==> src/rtl/num_classifier_pkg.sv <==
// Shared types and sizing helpers for the number classifier.
package num_classifier_pkg;

  typedef enum logic [1:0] {
    IDLE,
    CHK_D,
    TRIAL,
    DONE
  } state_t;

  function automatic int k_width(input int width);
    return width / 2 + 1;
  endfunction

  function automatic int latency(input int width, input int trials);
    return 1 + (width + 1) * (1 + trials);
  endfunction

endpackage

==> src/rtl/num_rem_seq.sv <==
// Restoring remainder unit: one load cycle, then WIDTH shift-subtract steps.
module num_rem_seq #(
  parameter int WIDTH = 8
) (
  input  logic             clk,
  input  logic             rst,
  input  logic             start,
  input  logic [WIDTH-1:0] dividend,
  input  logic [WIDTH-1:0] divisor,
  output logic             done,
  output logic [WIDTH-1:0] rem
);

  localparam int CW = $clog2(WIDTH + 2);
  localparam logic [CW-1:0] CNT_LOAD = CW'(WIDTH + 1);

  logic [CW-1:0]    r_cnt;
  logic [WIDTH-1:0] r_q;
  logic [WIDTH-1:0] r_div;
  logic [WIDTH-1:0] r_rem;
  logic [WIDTH:0]   w_sh;
  logic             w_ge;
  logic             w_step;
  logic [WIDTH-1:0] w_rem_nxt;

  assign w_step = (r_cnt != '0) && (r_cnt != CNT_LOAD);
  assign w_sh   = {r_rem, r_q[WIDTH-1]};
  assign w_ge   = w_sh >= {1'b0, r_div};

  assign w_rem_nxt = w_ge ? WIDTH'(w_sh - {1'b0, r_div})
                          : w_sh[WIDTH-1:0];

  // Final step is combinational so the result is usable in the done cycle.
  assign done = (r_cnt == CW'(1));
  assign rem  = w_rem_nxt;

  always_ff @(posedge clk or posedge rst) begin
    if (rst) begin
      r_cnt <= '0;
      r_q   <= '0;
      r_div <= '0;
      r_rem <= '0;
    end else if (start) begin
      r_cnt <= CNT_LOAD;
      r_q   <= dividend;
      r_div <= divisor;
      r_rem <= '0;
    end else if (r_cnt != '0) begin
      r_cnt <= r_cnt - CW'(1);
      if (w_step) begin
        r_rem <= w_rem_nxt;
        r_q   <= r_q << 1;
      end
    end
  end

endmodule

==> src/rtl/num_classifier.sv <==
// Sequential prime / divisible-by-DIV classifier around one shared
// remainder unit; trial division runs k = 2 .. while k*k <= n.
module num_classifier
  import num_classifier_pkg::*;
#(
  parameter int WIDTH = 8,
  parameter int DIV   = 3
) (
  input  logic             clk,
  input  logic             rst,
  input  logic             in_valid,
  output logic             in_ready,
  input  logic [WIDTH-1:0] in_data,
  output logic             out_valid,
  input  logic             out_ready,
  output logic [WIDTH-1:0] out_data,
  output logic             out_p,
  output logic             out_d,
  output logic             busy
);

  localparam int KW = k_width(WIDTH);
  localparam int SW = WIDTH + 2;
  localparam logic [WIDTH-1:0] DIV_W = WIDTH'(DIV);

  if (DIV < 1 || DIV > (2 ** WIDTH) - 1) begin : g_bad_div
    $error("num_classifier: DIV out of range");
  end
  if (WIDTH < 4 || WIDTH > 16 || WIDTH % 2 != 0) begin : g_bad_w
    $error("num_classifier: WIDTH must be even, 4..16");
  end

  state_t r_state;
  state_t w_state_nxt;

  logic [WIDTH-1:0] r_n;
  logic [KW-1:0]    r_k;
  logic             r_p;
  logic             r_d;
  logic             r_kick;

  logic [KW-1:0]    w_k_nxt;
  logic [SW-1:0]    w_sq;
  logic             w_stop;
  logic             w_accept;
  logic             w_cont;
  logic             w_start;
  logic             w_done;
  logic             w_rem_zero;
  logic [WIDTH-1:0] w_rem;
  logic [WIDTH-1:0] w_divisor;
  logic             w_set_d;
  logic             w_set_p;
  logic             w_p_val;

  assign in_ready  = (r_state == IDLE) && !rst;
  assign out_valid = (r_state == DONE);
  assign busy      = (r_state == CHK_D) || (r_state == TRIAL);
  assign out_data  = r_n;
  assign out_p     = r_p;
  assign out_d     = r_d;

  // k*k is formed at WIDTH+2 bits so the stop test never wraps.
  assign w_k_nxt = (r_state == CHK_D) ? KW'(2) : r_k + KW'(1);
  assign w_sq    = SW'(w_k_nxt) * SW'(w_k_nxt);
  assign w_stop  = w_sq > SW'(r_n);

  assign w_rem_zero = (w_rem == '0);
  assign w_divisor  = r_kick ? DIV_W : WIDTH'(w_k_nxt);
  assign w_start    = r_kick | w_cont;

  num_rem_seq #(
    .WIDTH(WIDTH)
  ) u_rem (
    .clk     (clk),
    .rst     (rst),
    .start   (w_start),
    .dividend(r_n),
    .divisor (w_divisor),
    .done    (w_done),
    .rem     (w_rem)
  );

  always_ff @(posedge clk or posedge rst) begin
    if (rst) r_state <= IDLE;
    else     r_state <= w_state_nxt;
  end

  always_comb begin
    w_state_nxt = r_state;
    w_accept    = 1'b0;
    w_cont      = 1'b0;
    w_set_d     = 1'b0;
    w_set_p     = 1'b0;
    w_p_val     = 1'b0;
    unique case (r_state)
      IDLE: begin
        if (in_valid && in_ready) begin
          w_accept    = 1'b1;
          w_state_nxt = CHK_D;
        end
      end
      CHK_D: begin
        if (w_done) begin
          w_set_d = 1'b1;
          if (r_n < WIDTH'(2)) begin
            w_set_p     = 1'b1;
            w_state_nxt = DONE;
          end else if (w_stop) begin
            w_set_p     = 1'b1;
            w_p_val     = 1'b1;
            w_state_nxt = DONE;
          end else begin
            w_cont      = 1'b1;
            w_state_nxt = TRIAL;
          end
        end
      end
      TRIAL: begin
        if (w_done) begin
          if (w_rem_zero) begin
            w_set_p     = 1'b1;
            w_state_nxt = DONE;
          end else if (w_stop) begin
            w_set_p     = 1'b1;
            w_p_val     = 1'b1;
            w_state_nxt = DONE;
          end else begin
            w_cont = 1'b1;
          end
        end
      end
      DONE: begin
        if (out_ready) w_state_nxt = IDLE;
      end
      default: w_state_nxt = IDLE;
    endcase
  end

  always_ff @(posedge clk or posedge rst) begin
    if (rst) begin
      r_n    <= '0;
      r_k    <= '0;
      r_p    <= 1'b0;
      r_d    <= 1'b0;
      r_kick <= 1'b0;
    end else begin
      r_kick <= w_accept;
      if (w_accept) begin
        r_n <= in_data;
        r_p <= 1'b0;
        r_d <= 1'b0;
      end
      if (w_set_d) r_d <= w_rem_zero;
      if (w_set_p) r_p <= w_p_val;
      if (w_cont)  r_k <= w_k_nxt;
    end
  end

endmodule

==> config.mk <==
export PLATFORM = sky130hd
export DESIGN_NAME = num_classifier
export DESIGN_NICKNAME = d
export VERILOG_FILES = /design/src/rtl/num_classifier_pkg.sv /design/src/rtl/num_rem_seq.sv /design/src/rtl/num_classifier.sv
export SDC_FILE = /design/constraint.sdc
export NUM_CORES = 1
export LEC_CHECK = 0
export BUFFER_PORTS_ARGS = -buffer_cell sky130_fd_sc_hd__buf_4
export CORE_ASPECT_RATIO = 1.75
export CORE_UTILIZATION = 65
export DETAILED_ROUTE_END_ITERATION = 8
export PLACE_DENSITY = 0.85
export SLEW_MARGIN = 5
export SYNTH_ARGS = -nofsm -noshare
export SYNTH_HDL_FRONTEND = slang
export SYNTH_SLANG_ARGS = --single-unit
==> constraint.sdc <==
create_clock -name clk -period 15.55 [get_ports clk]
set_clock_uncertainty 0.05 [all_clocks]
set_input_delay 3.11 -clock clk [delete_from_list [all_inputs] [get_ports clk]]
set_output_delay 3.11 -clock clk [all_outputs]
set_load 0.02 [all_outputs]
Word level (Yosys, flattened, before mapping)
Index checks and enable logic that the tools add are counted.

cells by class
  add/subtract/negate cells = 3
  $mul = 1
  magnitude comparators = 3
  eq/ne operators = 10
  muxes and demuxes = 44
  bitwise gates (word level) = 1
  reduce and logical (&&, ||, !) cells = 14

operator list
  operator               number
  $mux W8                7
  $mux W1                23
  $mux W2                6
  $gt A10 B8 Y1          1
  $mul A5 B5 Y10         1
  $mux W5                2
  $ge A9 B8 Y1           1
  $logic_not A8 Y1       1
  $lt A8 B2 Y1 const B   1
  $mux W4                2
  $ne A2 B1 Y1 const B   4
  $pmux W2 S4            1
  $reduce_bool A2 Y1     4
  $sub A8 B8 Y8          1
  $pmux W1 S2            3
  $add A5 B1 Y5 const B  1
  $reduce_and A5 Y1      1
  $eq A2 B2 Y1 const B   2
  $eq A4 B1 Y1 const B   1
  $ne A4 B4 Y1 const B   1
  $reduce_bool A4 Y1     1
  $sub A4 B1 Y4 const B  1
  $logic_and A1 B1 Y1    3
  $ne A3 B3 Y1 const B   1
  other kinds (6)        6

storage, ports and cells
  register bits after elaboration = 46
  input port bits = 12
  output and inout bits = 13
  logic and storage cells = 86

Depth between registers and ports, before layout
Gate-level depths: netlist of run 1.

  depth after elaboration = 11
  depth in mapped cells = 25
  mapped depth without buffers = 22

Cells and area by module
From an unflattened synthesis of run 1, not the netlist that was laid out.

unflattened totals
  cell total of the unflattened synthesis = 367
  area, all modules = 3334.4 µm²

modules (own cells, without submodules)
  module          instances  cells each  area each (µm²)  sequential area each (µm²)
  num_classifier  1          203         1687.9           450.4
  num_rem_seq     1          164         1646.6           700.7

Least setup slack after synthesis of run 1
OpenSTA, ideal clock, no wires.

  kind = input to output
  start = in rst
  end = out in_ready
  arrival time = 3445 ps
  data required time = 12390 ps
  path slack = 8945 ps
  cell stages on the path = 1
  path buffers = 0
  cell sequence = nor2b_1

on the way
  cells in the longest elaborated chain, start to end = 2

RTL lines
  item                        line                  source
  from (decl)                 num_classifier.sv:10  input logic rst,
  $logic_not A1 Y1 (no line)  -
  $logic_and A1 B1 Y1         num_classifier.sv:56  assign in_ready = (r_state == IDLE) && !rst;
  to (decl)                   num_classifier.sv:12  output logic in_ready,

No other way between the ends.

Worst setup path after layout of run 1
Same ends and word-level chain as after synthesis.

==> out/qor.log, run 1 <==
qor: outcome.status finished, final reports clean
qor: sta.post-route-min-period 6.68 ns
qor: clocking.postCtsSetupBuffers 0
qor: clocking.cts.htree.levels 2
qor: clocking.cts_root_buf sky130_fd_sc_hd__clkbuf_8
qor: drt.wire_per_inst 15.3 um
qor: placement.hpwl 5200 um
qor: sta.period_share 43.0%
qor: hold_path.worst_hold_path_stage_count 2
qor: final_layout.multi_input_logic_area 0.00199 mm2
qor: yosys.synth.most_common_cell sky130_fd_sc_hd__dfrtp_1
qor: hold_path.timing.hold.worst.start out_d$_DFFE_PP0P_
qor: setup_path.worst_reg2reg_path_length_in_cells 23
qor: floorplanning.die_area 0.00527 mm2
qor: setup_path.reg2reg_start r_state[1]$_DFFE_PP0P_
qor: final_layout.drive_above_1_share 13.2%
qor: setup_path.setup.worst_path.start_class primary input
qor: yosys.synth.cells.most_frequent sky130_fd_sc_hd__dfrtp_1, sky130_fd_sc_hd__nor2_1, sky130_fd_sc_hd__nand2_1
qor: final_layout.antenna_cells 0
qor: final_layout.final.fill_count 356
qor: setup_path.timing.rr.end u_rem.r_q[4]$_DFFE_PP0P_
qor: placement.placed_cells 431
qor: yosys.post_synth_main_area_contributors sky130_fd_sc_hd__dfrtp_1, sky130_fd_sc_hd__ha_1, sky130_fd_sc_hd__nor2_1
qor: placement.port_buffers 24
qor: sta.worst-slew-pin-transition 0.736 ns
qor: clocking.clock_path_buffers 2
qor: setup_path.worst_ep_required_time 12.39 ns
qor: setup_path.worst_ep_arrival_time 3.52 ns
qor: final_layout.syn_to_final_growth 9.83%
qor: clocking.post_cts_resized 0
qor: sta.final-setup-viol-count 0
qor: power.max-vdd-ir-drop 0.0000460 V
qor: floorplanning.start_util 68.1%
qor: global_routing.first_global_vias 2704
qor: sta.unrepaired_setup_endpoints_after_global_routing false
qor: placement.placedInstanceArea 0.00344 mm2
qor: drt.drcViolationCount 0
qor: global_routing.largest_net_degree_at_the_start_of_global_routing 44
qor: placement.preCtsSetupSlack 8.87 ns
qor: floorplanning.die_extent_in_x 55.3 um
qor: sta.relSlewSlack 50.9%
qor: sta.postLayoutSetupSlackWorst 8.87 ns
qor: yosys.post-synth-top-area-cell sky130_fd_sc_hd__dfrtp_1
qor: yosys.ys_types 58
qor: final_layout.layout.cell_area.non_filler 0.00355 mm2
qor: floorplanning.core_area 0.00475 mm2
qor: hold_path.min_path_type reg -> reg
qor: clocking.cts_tree done
qor: drt.drt_iter0_markers 138
qor: yosys.yosys_warnings 0
qor: yosys.ys_async_sr_fraction 100%
qor: global_routing.grt-ovfl-total 0
qor: drt.viasPerCell 6.06
qor: yosys.syn_inst 366
qor: sta.timing_hold_violations_final 0
qor: drt.finalWirelength 6720 um
qor: clocking.path_clk_slew 0.08 ns
qor: clocking.clk_latency 0.30 ns
qor: yosys.synth-seq-area-share 33.3%
qor: yosys.ys_seq_elements 43
qor: drt.routed_vias 2659
qor: job.maxCapViolCount 0
qor: placement.place.gp.congestion 0.920
qor: yosys.synth-main-ff-cell sky130_fd_sc_hd__dfrtp_1
qor: floorplanning.die_height 95.3 um
qor: floorplanning.io-pin-count 25
qor: yosys.postSynthAreaPerCell 8.83 um2
qor: global_routing.wire_length_of_the_first_global_routing_pass 11500 um
qor: final_layout.stdcell_count 439
qor: global_routing.global_route.usage.total 27.5%
qor: yosys.synth_edf_count 0
qor: setup_path.worst-setup-path-type in -> out
qor: global_routing.antenna_found_initial 0
qor: power.pwr_density_cell 57.3 mW/mm2
qor: setup_path.worst-path-max-fanout 2
qor: setup_path.crit_path_capture_type output port
qor: yosys.synth_top_area_share 33.3%
qor: final_layout.final-seq-area 0.00108 mm2
qor: final_layout.final_net_count 431
qor: power.total_leakage_power 1.74 nW
qor: yosys.syn_area 0.00323 mm2
qor: hold_path.hold_path_end out_d$_DFFE_PP0P_
qor: drt.detail-route-antenna-nets 0
qor: clocking.cts_hold_repair.buffers 0
qor: yosys.syn-num-nets 411
qor: setup_path.rrSetupSlack 9.10 ns
qor: drt.dr.pass1.iters 4
qor: sta.final_number_of_max_transition_violations 0
qor: sta.timing.fmax 0.150 GHz
qor: sta.tns 0 ns
qor: clocking.cts_sinks 43
qor: floorplanning.placement_rows 33
qor: clocking.cts_made_buffers 5
area by class of cell:
class / count / share of cell area [%]
well taps: 52 / 1.83
multi-input cells: 280 / 56.0
clock inverters: 3 / 1.23
repair buffers: 26 / 5.50
clock buffers: 5 / 1.94
flip-flops and latches: 43 / 30.3
inverters: 30 / 3.17
stage by stage:
step	utilization [%]	hold slack (ns)	power [W]
final	74.8	0.460	0.000203
after global routing	74.8	0.505	0.000209
after CTS	74.8	0.470	0.000205
after detailed placement	72.4	0.450	0.000119
after global placement	72.4	0.442	0.000118
after floorplan	-	0.429	0.000116
power by group:
part | switching (W) | internal, W | leakage (nW)
combinational | 0.00000255 | 0.00000192 | 1.12
clock | 0.0000395 | 0.0000478 | 0.0581
sequential | 0 | 0.000112 | 0.559
kinds of logic (layout without fill, tap and decap cells):
family / after synthesis / in the layout / synth area share (%)
AOI/OAI and AO/OA: 96 / 96 / 20.9
xor gates and xnor gates: 9 / 9 / 2.44
adders and majority gates: 33 / 33 / 13.7
buffers and inverters: 43 / 64 / 5.57
DFF: 43 / 43 / 33.3
muxes: 16 / 16 / 5.11
and+or+nand+nor: 126 / 126 / 19.0
worst max-delay path, cell delays in order:
cell and delay, ns:
sky130_fd_sc_hd__buf_4 0.11, sky130_fd_sc_hd__nor2b_1 0.14, sky130_fd_sc_hd__buf_4 0.16
sequential cells by signal (all words and copies together) (netlist names):
name,cells
out_d,1
out_data,8
out_p,1
r_k,5
r_kick,1
r_state,2
u_rem.r_cnt,4
u_rem.r_div,5
u_rem.r_q,8
u_rem.r_rem,8
how the worst max path moves through the flow:
| stage | from | endpoint | slack [ns] | cells after the start |
|---|---|---|---|---|
| finish | rst | in_ready | 8.87 | 3 |
| global route | r_state[1]$_DFFE_PP0P_ | u_rem.r_q[4]$_DFFE_PP0P_ | 8.70 | 23 |
| CTS | rst | in_ready | 8.87 | 3 |
| detailed placement | rst | in_ready | 8.87 | 3 |
| global placement | rst | in_ready | 8.88 | 3 |
| floorplan | rst | in_ready | 8.94 | 1 |
cell usage in the layout, fill, tap and decap left out, types with 6 or more instances in the layout:
cell / n
sky130_fd_sc_hd__a211oi_2: 6
sky130_fd_sc_hd__a21oi_1: 17
sky130_fd_sc_hd__buf_4: 26
sky130_fd_sc_hd__dfrtp_1: 43
sky130_fd_sc_hd__ha_1: 29
sky130_fd_sc_hd__inv_1: 30
sky130_fd_sc_hd__mux2i_1: 12
sky130_fd_sc_hd__nand2_1: 33
sky130_fd_sc_hd__nand3_1: 7
sky130_fd_sc_hd__nor2_1: 40
sky130_fd_sc_hd__nor2b_1: 6
sky130_fd_sc_hd__nor3_1: 6
sky130_fd_sc_hd__o21a_1: 9
sky130_fd_sc_hd__o21ai_0: 15
sky130_fd_sc_hd__o21ai_1: 16
sky130_fd_sc_hd__or3_1: 6
sky130_fd_sc_hd__xor2_1: 7
metal layers:
| layer | GRT usage, % | routed length [um] |
|---|---|---|
| met1 | 29.7 | 2710 |
| met2 | 54.0 | 3730 |
| met3 | 2.99 | 123 |
| met4 | 10.6 | 153 |
| met5 | 0 | 0 |
Power figures use the tool's default switching activity.
==> run 2: changes to the inputs <==
- ABC_AREA: not set -> 1
- CORE_UTILIZATION: 65 -> 61
- PLACE_DENSITY: 0.85 -> 0.81
- clock period: 15.55 -> 6.5 ns (I/O delays scaled with it)
==> run 2 against run 1 <==
Worst hold slack improved by 0.019 ns. Combinational power rose to 260 times the previous value. Synthesized cell count is 32% higher. Critical path type is now reg -> reg. Critical endpoint is now u_rem.r_q[4]$_DFFE_PP0P_. Largest cell class unchanged. Setup slack got worse by 8.1 ns. Sequential share of layout area fell by 0.89 points. Largest power group is now combinational logic. Utilization decreased by 5.2 points.
==> out/qor.log, run 2 <==
qor: yosys.synth_top_family_by_area simple AND/OR/NAND/NOR gates [was compound AO/OA/AOI/OAI gates]
qor: clocking.path_clk_slew 0.09 ns [was 0.08 ns]
qor: drt.wire_per_inst 13.3 um [was 15.3 um]
qor: drt.finalWirelength 7450 um [was 6720 um]
qor: yosys.synth.cells.most_frequent sky130_fd_sc_hd__nand2_1, sky130_fd_sc_hd__inv_1, sky130_fd_sc_hd__dfrtp_1 [was sky130_fd_sc_hd__dfrtp_1, sky130_fd_sc_hd__nor2_1, sky130_fd_sc_hd__nand2_1]
qor: drt.detail-route-antenna-nets 0 [unchanged]
qor: drt.viasPerCell 5.57 [was 6.06]
qor: setup_path.worst_ep_required_time 6.69 ns [was 12.39 ns]
qor: sta.worst-slew-pin-transition 0.652 ns [was 0.736 ns]
qor: drt.dr.pass1.iters 4 [unchanged]
qor: setup_path.timing.critical_path.depth 30 [was 3]
qor: floorplanning.die_area 0.00579 mm2 [was 0.00527 mm2]
qor: floorplanning.io-pin-count 25 [unchanged]
qor: clocking.cts.htree.levels 2 [unchanged]
qor: clocking.cts_made_buffers 5 [unchanged]
qor: power.max-vdd-ir-drop 0.000310 V [was 0.0000460 V]
qor: global_routing.first_global_vias 2947 [was 2704]
qor: job.maxCapViolCount 0 [unchanged]
qor: yosys.post_synth_main_area_contributors sky130_fd_sc_hd__dfrtp_1, sky130_fd_sc_hd__nand2_1, sky130_fd_sc_hd__ha_1 [was sky130_fd_sc_hd__dfrtp_1, sky130_fd_sc_hd__ha_1, sky130_fd_sc_hd__nor2_1]
qor: floorplanning.die_extent_in_x 58.0 um [was 55.3 um]
qor: yosys.ys_seq_elements 43 [unchanged]
qor: sta.final_number_of_max_transition_violations 0 [unchanged]
qor: placement.hpwl 5800 um [was 5200 um]
qor: setup_path.slowest_delay 0.52 ns [was 0.16 ns]
qor: final_layout.antenna_cells 0 [unchanged]
qor: clocking.clock_path_buffers 2 [unchanged]
qor: yosys.syn-num-nets 528 [was 411]
qor: yosys.synth-main-ff-cell sky130_fd_sc_hd__dfrtp_1 [unchanged]
qor: sta.relSlewSlack 56.4% [was 50.9%]
qor: clocking.post_cts_resized 0 [unchanged]
qor: setup_path.crit_path_capture_type flop [was output port]
qor: drt.drcViolationCount 0 [unchanged]
qor: yosys.yosys_warnings 0 [unchanged]
qor: outcome.status finished, final reports clean [unchanged]
qor: global_routing.wire_length_of_the_first_global_routing_pass 12400 um [was 11500 um]
qor: yosys.syn_area 0.00334 mm2 [was 0.00323 mm2]
qor: power.total_leakage_power 2.09 nW [was 1.74 nW]
qor: floorplanning.placement_rows 35 [was 33]
qor: drt.drt_iter0_markers 153 [was 138]
qor: setup_path.critPathTopFamily adder cells [was buffers and inverters]
qor: yosys.synth.mux.area_fraction 0% [was 5.11%]
qor: global_routing.global_route.usage.total 27.3% [was 27.5%]
qor: yosys.synth_edf_count 0 [unchanged]
qor: power.net-switching-power 0.000946 W [was 0.0000421 W]
qor: yosys.yosys.area_share.adder 13.2% [was 13.7%]
qor: hold_path.min_path_type reg -> reg [unchanged]
qor: yosys.synth_top_area_share 32.2% [was 33.3%]
qor: floorplanning.start_util 63.6% [was 68.1%]
qor: placement.port_buffers 24 [unchanged]
qor: setup_path.setup.worst_path.start_class flop [was primary input]
qor: setup_path.worst-path-max-fanout 25 [was 2]
qor: sta.timing_hold_violations_final 0 [unchanged]
qor: power.clockPowerShare 11.9% [was 42.9%]
qor: floorplanning.die_height 100 um [was 95.3 um]
qor: sta.post-route-min-period 5.71 ns
qor: drt.routed_vias 3130 [was 2659]
qor: yosys.ys_async_sr_fraction 100% [unchanged]
qor: clocking.cts_root_buf sky130_fd_sc_hd__clkbuf_8 [unchanged]
qor: sta.unrepaired_setup_endpoints_after_global_routing false [unchanged]
qor: floorplanning.core_area 0.00526 mm2 [was 0.00475 mm2]
qor: power.pwr-share-comb 62.6% [was 2.2%]
qor: final_layout.final_net_count 551 [was 431]
qor: setup_path.worst-setup-path-type reg -> reg [was in -> out]
qor: placement.place.gp.congestion 0.860 [was 0.920]
qor: global_routing.grt-ovfl-total 0 [unchanged]
qor: yosys.post_synth_xor_area_fraction 2.10% [was 2.44%]
qor: yosys.synth_compound_gate_area_share 8.53% [was 20.9%]
qor: yosys.post-synth-top-area-cell sky130_fd_sc_hd__dfrtp_1 [unchanged]
qor: global_routing.antenna_found_initial 0 [unchanged]
qor: yosys.postSynthAreaPerCell 6.92 um2 [was 8.83 um2]
qor: yosys.synth-seq-area-share 32.2% [was 33.3%]
qor: hold_path.worst_hold_path_stage_count 2 [unchanged]
qor: final_layout.mostFrequentLayoutCell sky130_fd_sc_hd__nand2_1 [was sky130_fd_sc_hd__dfrtp_1]
qor: yosys.syn_inst 483 [was 366]
qor: sta.timing.fmax 0.175 GHz
qor: yosys.simple_gate_portion_of_the_synthesized_area 32.7% [was 19.0%]
qor: sta.tns 0 ns [unchanged]
qor: clocking.clk_latency 0.30 ns [about the same]
qor: setup_path.worst_ep_arrival_time 5.90 ns [was 3.52 ns]
qor: global_routing.largest_net_degree_at_the_start_of_global_routing 44 [unchanged]
qor: power.pwr_density_cell 517 mW/mm2 [was 57.3 mW/mm2]
qor: final_layout.layout_common_cells sky130_fd_sc_hd__nand2_1, sky130_fd_sc_hd__inv_1, sky130_fd_sc_hd__dfrtp_1, sky130_fd_sc_hd__nor2_1, sky130_fd_sc_hd__nand3_1 [was sky130_fd_sc_hd__dfrtp_1, sky130_fd_sc_hd__nor2_1, sky130_fd_sc_hd__nand2_1, sky130_fd_sc_hd__inv_1, sky130_fd_sc_hd__ha_1]
qor: power.design_power_total 0.00189 W [was 0.000203 W]
qor: setup_path.worst_reg2reg_path_length_in_cells 30 [was 23]
qor: yosys.ys_types 34 [was 58]
qor: setup_path.crit_path_frequent_cell sky130_fd_sc_hd__nand2_1 [was sky130_fd_sc_hd__buf_4]
qor: sta.hold_ws 0.479 ns [was 0.460 ns]
qor: setup_path.crit_path_top_delay_cell sky130_fd_sc_hd__fa_1 [was sky130_fd_sc_hd__buf_4]
qor: yosys.synth.most_common_cell sky130_fd_sc_hd__nand2_1 [was sky130_fd_sc_hd__dfrtp_1]
qor: sta.period_share 87.9%
qor: clocking.cts_tree done [unchanged]
qor: clocking.postCtsSetupBuffers 0 [unchanged]
qor: final_layout.drive_above_1_share 9.86% [was 13.2%]
qor: setup_path.timing.critical_path.buf_inv 7 [was 2]
qor: power.power_switching_share 50.0% [was 20.7%]
qor: clocking.cts_hold_repair.buffers 0 [unchanged]
qor: power.p_seq_share 25.5% [was 54.9%]
qor: final_layout.syn_to_final_growth 9.39% [was 9.83%]
qor: sta.final-setup-viol-count 0 [unchanged]
qor: power.internal_power 0.000945 W [was 0.000161 W]
qor: clocking.cts_sinks 43 [unchanged]
run 2: area by class of cell:
class                           count  area [um2]
Clock inverter                      2        38.8
Sequential cell                    43        1080
Clock buffer                        6        82.6
Fill cell                         456        1600
Tap cell                           55        68.8
Multi-Input combinational cell    349        1890
Timing Repair Buffer               26         195
Inverter                           81         304
run 2: per-stage QoR:
stage	utilization, %	area (um2)	worst slack, ns	std cells
detailed placement	67.3	3540	0.835	554
CTS	69.6	3660	0.809	562
global placement	67.3	3540	0.993	554
global route	69.6	3660	0.281	562
floorplan	-	3340	1.62	483
finish	69.6	3660	0.787	562
run 2: power by group through the flow:
stage | clock [W] | combinational (W) | sequential, W
global placement | 0 | 0.00114 | 0.000482
CTS | 0.000226 | 0.00118 | 0.000480
floorplan | 0 | 0.000888 | 0.000492
finish | 0.000224 | 0.00118 | 0.000482
global route | 0.000236 | 0.00135 | 0.000496
detailed placement | 0 | 0.00117 | 0.000485
run 2: cell families after synthesis:
kind of cell,Yosys count
flip-flops,43
XOR/XNOR,8
AND/OR/NAND/NOR,256
buffers and inverters,91
adder cells (fa/ha/maj),33
AO/OA/AOI/OAI,52
run 2: routing by layer:
metal / GRT usage, % / up-vias / routed length, um
li1: - / 1581 / -
met1: 30.1 / 1453 / 2950
met2: 51.2 / 71 / 4070
met3: 2.96 / 25 / 173
met4: 11.7 / 0 / 249
met5: 0 / - / 0
run 2: path summary, 6_finish.rpt:
| check | slack [ns] | start | endpoint |
|---|---|---|---|
| worst min register to register | 0.48 | u_rem.r_q[0]$_DFFE_PP0P_ | u_rem.r_q[0]$_DFFE_PP0P_ |
| min in group asynchronous | 1.08 | rst | r_state[1]$_DFFE_PP0P_ |
| worst max-delay path | 0.79 | r_state[1]$_DFFE_PP0P_ | u_rem.r_q[4]$_DFFE_PP0P_ |
| max in group asynchronous | 4.93 | rst | r_k[2]$_DFFE_PP0P_ |
| worst min-delay path | 0.48 | u_rem.r_q[0]$_DFFE_PP0P_ | u_rem.r_q[0]$_DFFE_PP0P_ |
| worst max register to register | 0.79 | r_state[1]$_DFFE_PP0P_ | u_rem.r_q[4]$_DFFE_PP0P_ |
run 2: worst reg2reg max path, delay by kind of cell (launching register included):
family | cells | cell delay, ns
adders and majority gates | 6 | 2.17
xor gates and xnor gates | 1 | 0.16
AOI/OAI and AO/OA | 2 | 0.45
DFF | 1 | 0.39
buffers and inverters | 7 | 0.72
and+or+nand+nor | 14 | 1.74
==> run 3: changes to the inputs <==
- ABC_AREA: 1 -> 0
==> run 3 against run 2 <==
Non-clock buffer count is 1 higher. Design area is 3.1% lower. Total power fell by 76%. Clock power shrank 21%. Setup slack got worse by 0.26 ns. Sequential share of layout area increased by 0.96 points. Critical path depth is 6 lower. Worst hold slack gained 0.0020 ns.
==> out/qor.log, run 3 (synthesis gave the netlist of run 1 again) <==
qor: hold_path.timing.hold.worst.start out_d$_DFFE_PP0P_ [was u_rem.r_q[0]$_DFFE_PP0P_]
qor: power.internal_power 0.000349 W [was 0.000945 W]
qor: setup_path.crit_path_capture_type flop [unchanged]
qor: drt.dr.pass1.iters 6 [was 4]
qor: power.power_switching_share 23.3% [was 50.0%]
qor: setup_path.slowest_delay 0.52 ns [about the same]
qor: drt.viasPerCell 6.05 [was 5.57]
qor: final_layout.multi_input_logic_area 0.00199 mm2 [was 0.00189 mm2]
qor: sta.worst-slew-pin-transition 0.548 ns [was 0.652 ns]
qor: power.net-switching-power 0.000106 W [was 0.000946 W]
qor: global_routing.met2_usage 50.6% [was 51.2%]
qor: power.total_leakage_power 1.72 nW [was 2.09 nW]
qor: floorplanning.io-pin-count 25 [unchanged]
qor: final_layout.mostFrequentLayoutCell sky130_fd_sc_hd__dfrtp_1 [was sky130_fd_sc_hd__nand2_1]
qor: clocking.cts_root_buf sky130_fd_sc_hd__clkbuf_8 [unchanged]
qor: setup_path.reg2reg_start r_k[0]$_DFFE_PP0P_ [was r_state[1]$_DFFE_PP0P_]
qor: setup_path.crit_path_top_delay_cell sky130_fd_sc_hd__fa_1 [unchanged]
qor: floorplanning.die_area 0.00561 mm2 [was 0.00579 mm2]
qor: setup_path.worst-setup-path-type reg -> reg [unchanged]
qor: setup_path.crit_path_frequent_cell sky130_fd_sc_hd__ha_1 [was sky130_fd_sc_hd__nand2_1]
qor: clocking.cts.htree.levels 2 [unchanged]
qor: setup_path.worst_ep_required_time 6.63 ns [was 6.69 ns]
qor: clocking.clk_latency 0.30 ns [about the same]
qor: final_layout.final.fill_count 423 [was 456]
qor: drt.routed_vias 2673 [was 3130]
qor: global_routing.antenna_found_initial 0 [unchanged]
qor: sta.timing.fmax 0.168 GHz [was 0.175 GHz]
qor: sta.final_number_of_max_transition_violations 0 [unchanged]
qor: global_routing.grtUsageMet3 2.38% [was 2.96%]
qor: final_layout.layout_common_cells sky130_fd_sc_hd__dfrtp_1, sky130_fd_sc_hd__nor2_1, sky130_fd_sc_hd__nand2_1, sky130_fd_sc_hd__inv_1, sky130_fd_sc_hd__ha_1 [was sky130_fd_sc_hd__nand2_1, sky130_fd_sc_hd__inv_1, sky130_fd_sc_hd__dfrtp_1, sky130_fd_sc_hd__nor2_1, sky130_fd_sc_hd__nand3_1]
qor: final_layout.final-seq-area 0.00108 mm2 [unchanged]
qor: clocking.cts_hold_repair.buffers 0 [unchanged]
qor: global_routing.grt-ovfl-total 0 [unchanged]
qor: setup_path.setup.worst_path.start_class flop [unchanged]
qor: sta.unrepaired_setup_endpoints_after_global_routing false [unchanged]
qor: final_layout.syn_to_final_growth 9.60% [was 9.39%]
qor: final_layout.antenna_cells 0 [unchanged]
qor: drt.wire_per_inst 15.8 um [was 13.3 um]
qor: drt.finalWirelength 7000 um [was 7450 um]
qor: placement.placed_cells 434 [was 554]
qor: setup_path.worst-path-max-fanout 21 [was 25]
qor: placement.preCtsSetupSlack 0.487 ns [was 0.835 ns]
qor: final_layout.drive_above_1_share 13.7% [was 9.86%]
qor: hold_path.min_path_type reg -> reg [unchanged]
qor: placement.hpwl 5570 um [was 5800 um]
qor: sta.final-setup-viol-count 0 [unchanged]
qor: placement.port_buffers 24 [unchanged]
qor: setup_path.worst_ep_arrival_time 6.10 ns [was 5.90 ns]
qor: placement.place.gp.congestion 0.846 [was 0.860]
qor: floorplanning.die_extent_in_x 57.0 um [was 58.0 um]
qor: sta.timing_hold_violations_final 0 [unchanged]
qor: floorplanning.die_height 98.3 um [was 100 um]
qor: sta.period_share 91.8% [was 87.9%]
qor: hold_path.hold_path_end out_d$_DFFE_PP0P_ [was u_rem.r_q[0]$_DFFE_PP0P_]
qor: setup_path.crit_chain ha_1 > nand3_1 > xor2_1 > or3_1 > fa_1 > fa_1 > inv_1 > ha_1 > inv_1 > o21bai_1 > ha_1 > o21a_1 > o31a_1 > a21oi_1 > ha_1 > a21o_1 > a221oi_1 > a31o_2 > o211ai_1 > a2111oi_4 > buf_4 > or2_1 > buf_4 > o31ai_1
qor: clocking.post_cts_resized 0 [unchanged]
qor: floorplanning.core_area 0.00502 mm2 [was 0.00526 mm2]
qor: sta.postLayoutSetupSlackWorst 0.531 ns [was 0.787 ns]
qor: setup_path.rrSetupSlack 0.53 ns [was 0.79 ns]
qor: drt.drt_iter0_markers 132 [was 153]
qor: final_layout.stdcell_count 442 [was 562]
qor: floorplanning.placement_rows 34 [was 35]
qor: hold_path.worst_hold_path_stage_count 2 [unchanged]
qor: power.pwr-share-comb 2.3% [was 62.6%]
qor: power.p_seq_share 58.7% [was 25.5%]
qor: global_routing.grt_util_met1 29.1% [was 30.1%]
qor: job.maxCapViolCount 0 [unchanged]
qor: sta.tns 0 ns [unchanged]
qor: clocking.postCtsSetupBuffers 0 [unchanged]
qor: global_routing.largest_net_degree_at_the_start_of_global_routing 44 [unchanged]
qor: sta.relSlewSlack 63.5% [was 56.4%]
qor: power.clockPowerShare 38.9% [was 11.9%]
qor: clocking.cts_sinks 43 [unchanged]
qor: global_routing.global_route.usage.total 27.1% [was 27.3%]
qor: global_routing.first_global_vias 2640 [was 2947]
qor: global_routing.wire_length_of_the_first_global_routing_pass 11700 um [was 12400 um]
qor: final_layout.final_net_count 432 [was 551]
qor: floorplanning.start_util 64.4% [was 63.6%]
qor: sta.post-route-min-period 5.97 ns [was 5.71 ns]
qor: setup_path.timing.rr.end u_rem.r_q[0]$_DFFE_PP0P_ [was u_rem.r_q[4]$_DFFE_PP0P_]
qor: clocking.cts_tree done [unchanged]
qor: drt.detail-route-antenna-nets 0 [unchanged]
qor: power.max-vdd-ir-drop 0.0000986 V [was 0.000310 V]
qor: clocking.cts_made_buffers 5 [unchanged]
qor: global_routing.grt.busiest_layer met2 [unchanged]
qor: clocking.clock_path_buffers 2 [unchanged]
qor: clocking.path_clk_slew 0.09 ns [about the same]
qor: outcome.status finished, final reports clean [unchanged]
qor: setup_path.worst_reg2reg_path_length_in_cells 24 [was 30]
qor: drt.drcViolationCount 0 [unchanged]
qor: power.pwr_density_cell 128 mW/mm2 [was 517 mW/mm2]
==> run 3: cell count changes in the layout (fill, tap and decap cells not counted), moves of 5 or more <==
cell / delta
sky130_fd_sc_hd__o21ai_1: +6
sky130_fd_sc_hd__o21a_1: +9
sky130_fd_sc_hd__nor2b_1: +5
sky130_fd_sc_hd__nand3_1: -27
sky130_fd_sc_hd__or3_1: +6
sky130_fd_sc_hd__nand4_1: -16
sky130_fd_sc_hd__inv_1: -47
sky130_fd_sc_hd__nor2_2: -6
sky130_fd_sc_hd__a211oi_2: +6
sky130_fd_sc_hd__mux2i_1: +12
sky130_fd_sc_hd__nand2_1: -113
sky130_fd_sc_hd__a21o_1: +5
==> run 3: critical path, delay by kind of cell (launching register included) <==
family	cells	cell delay (ns)
DFF	1	0.49
and+or+nand+nor	3	0.59
adders and majority gates	6	2.12
AOI/OAI and AO/OA	10	1.77
buffers and inverters	4	0.64
xor gates and xnor gates	1	0.19
==> run 3: power by group through the flow <==
stage,Clock (W),Sequential (W),Combinational (W)
after CTS,0.000179,0.000267,0.0000111
after global placement,0,0.000273,0.0000108
after global routing,0.000191,0.000267,0.0000122
final,0.000177,0.000267,0.0000106
after floorplan,0,0.000273,0.00000399
after detailed placement,0,0.000273,0.0000110
==> run 3: area by class of cell <==
type                    instances  area share (%)
flip-flops and latches         43            30.4
inverters                      30            3.18
clock buffers                   5            1.94
multi-input cells             280            56.2
repair buffers                 27            5.72
well taps                      54            1.91
clock inverters                 3           0.671
==> run 3: worst max-delay path by stage <==
stage	endpoint	depth (start not counted)	slack (ns)	startpoint
final	u_rem.r_q[0]$_DFFE_PP0P_	24	0.53	r_k[0]$_DFFE_PP0P_
after global routing	u_rem.r_q[0]$_DFFE_PP0P_	24	0.13	r_state[1]$_DFFE_PP0P_
after CTS	u_rem.r_q[0]$_DFFE_PP0P_	24	0.48	r_state[1]$_DFFE_PP0P_
after detailed placement	u_rem.r_q[2]$_DFFE_PP0P_	24	0.49	r_state[1]$_DFFE_PP0P_
after global placement	u_rem.r_q[0]$_DFFE_PP0P_	24	0.67	r_state[1]$_DFFE_PP0P_
after floorplan	u_rem.r_div[2]$_DFFE_PP0P_	24	0.97	r_state[1]$_DFFE_PP0P_
==> run 3: per-stage QoR <==
step | instance area, um2 | hold WS (ns) | utilization [%] | total power (W)
after CTS | 3540 | 0.483 | 70.5 | 0.000458
after detailed placement | 3450 | 0.464 | 68.7 | 0.000284
after global routing | 3540 | 0.496 | 70.6 | 0.000470
after global placement | 3450 | 0.456 | 68.7 | 0.000283
after floorplan | 3230 | 0.429 | - | 0.000277
final | 3540 | 0.481 | 70.6 | 0.000455
==> run 3: per-layer routing <==
metal,up-vias,part of all wire [%],wire length (um)
met5,-,0,0
met4,0,3.8,268
met3,19,2.0,143
met2,49,56,3890
met1,1269,39,2700
li1,1336,-,-
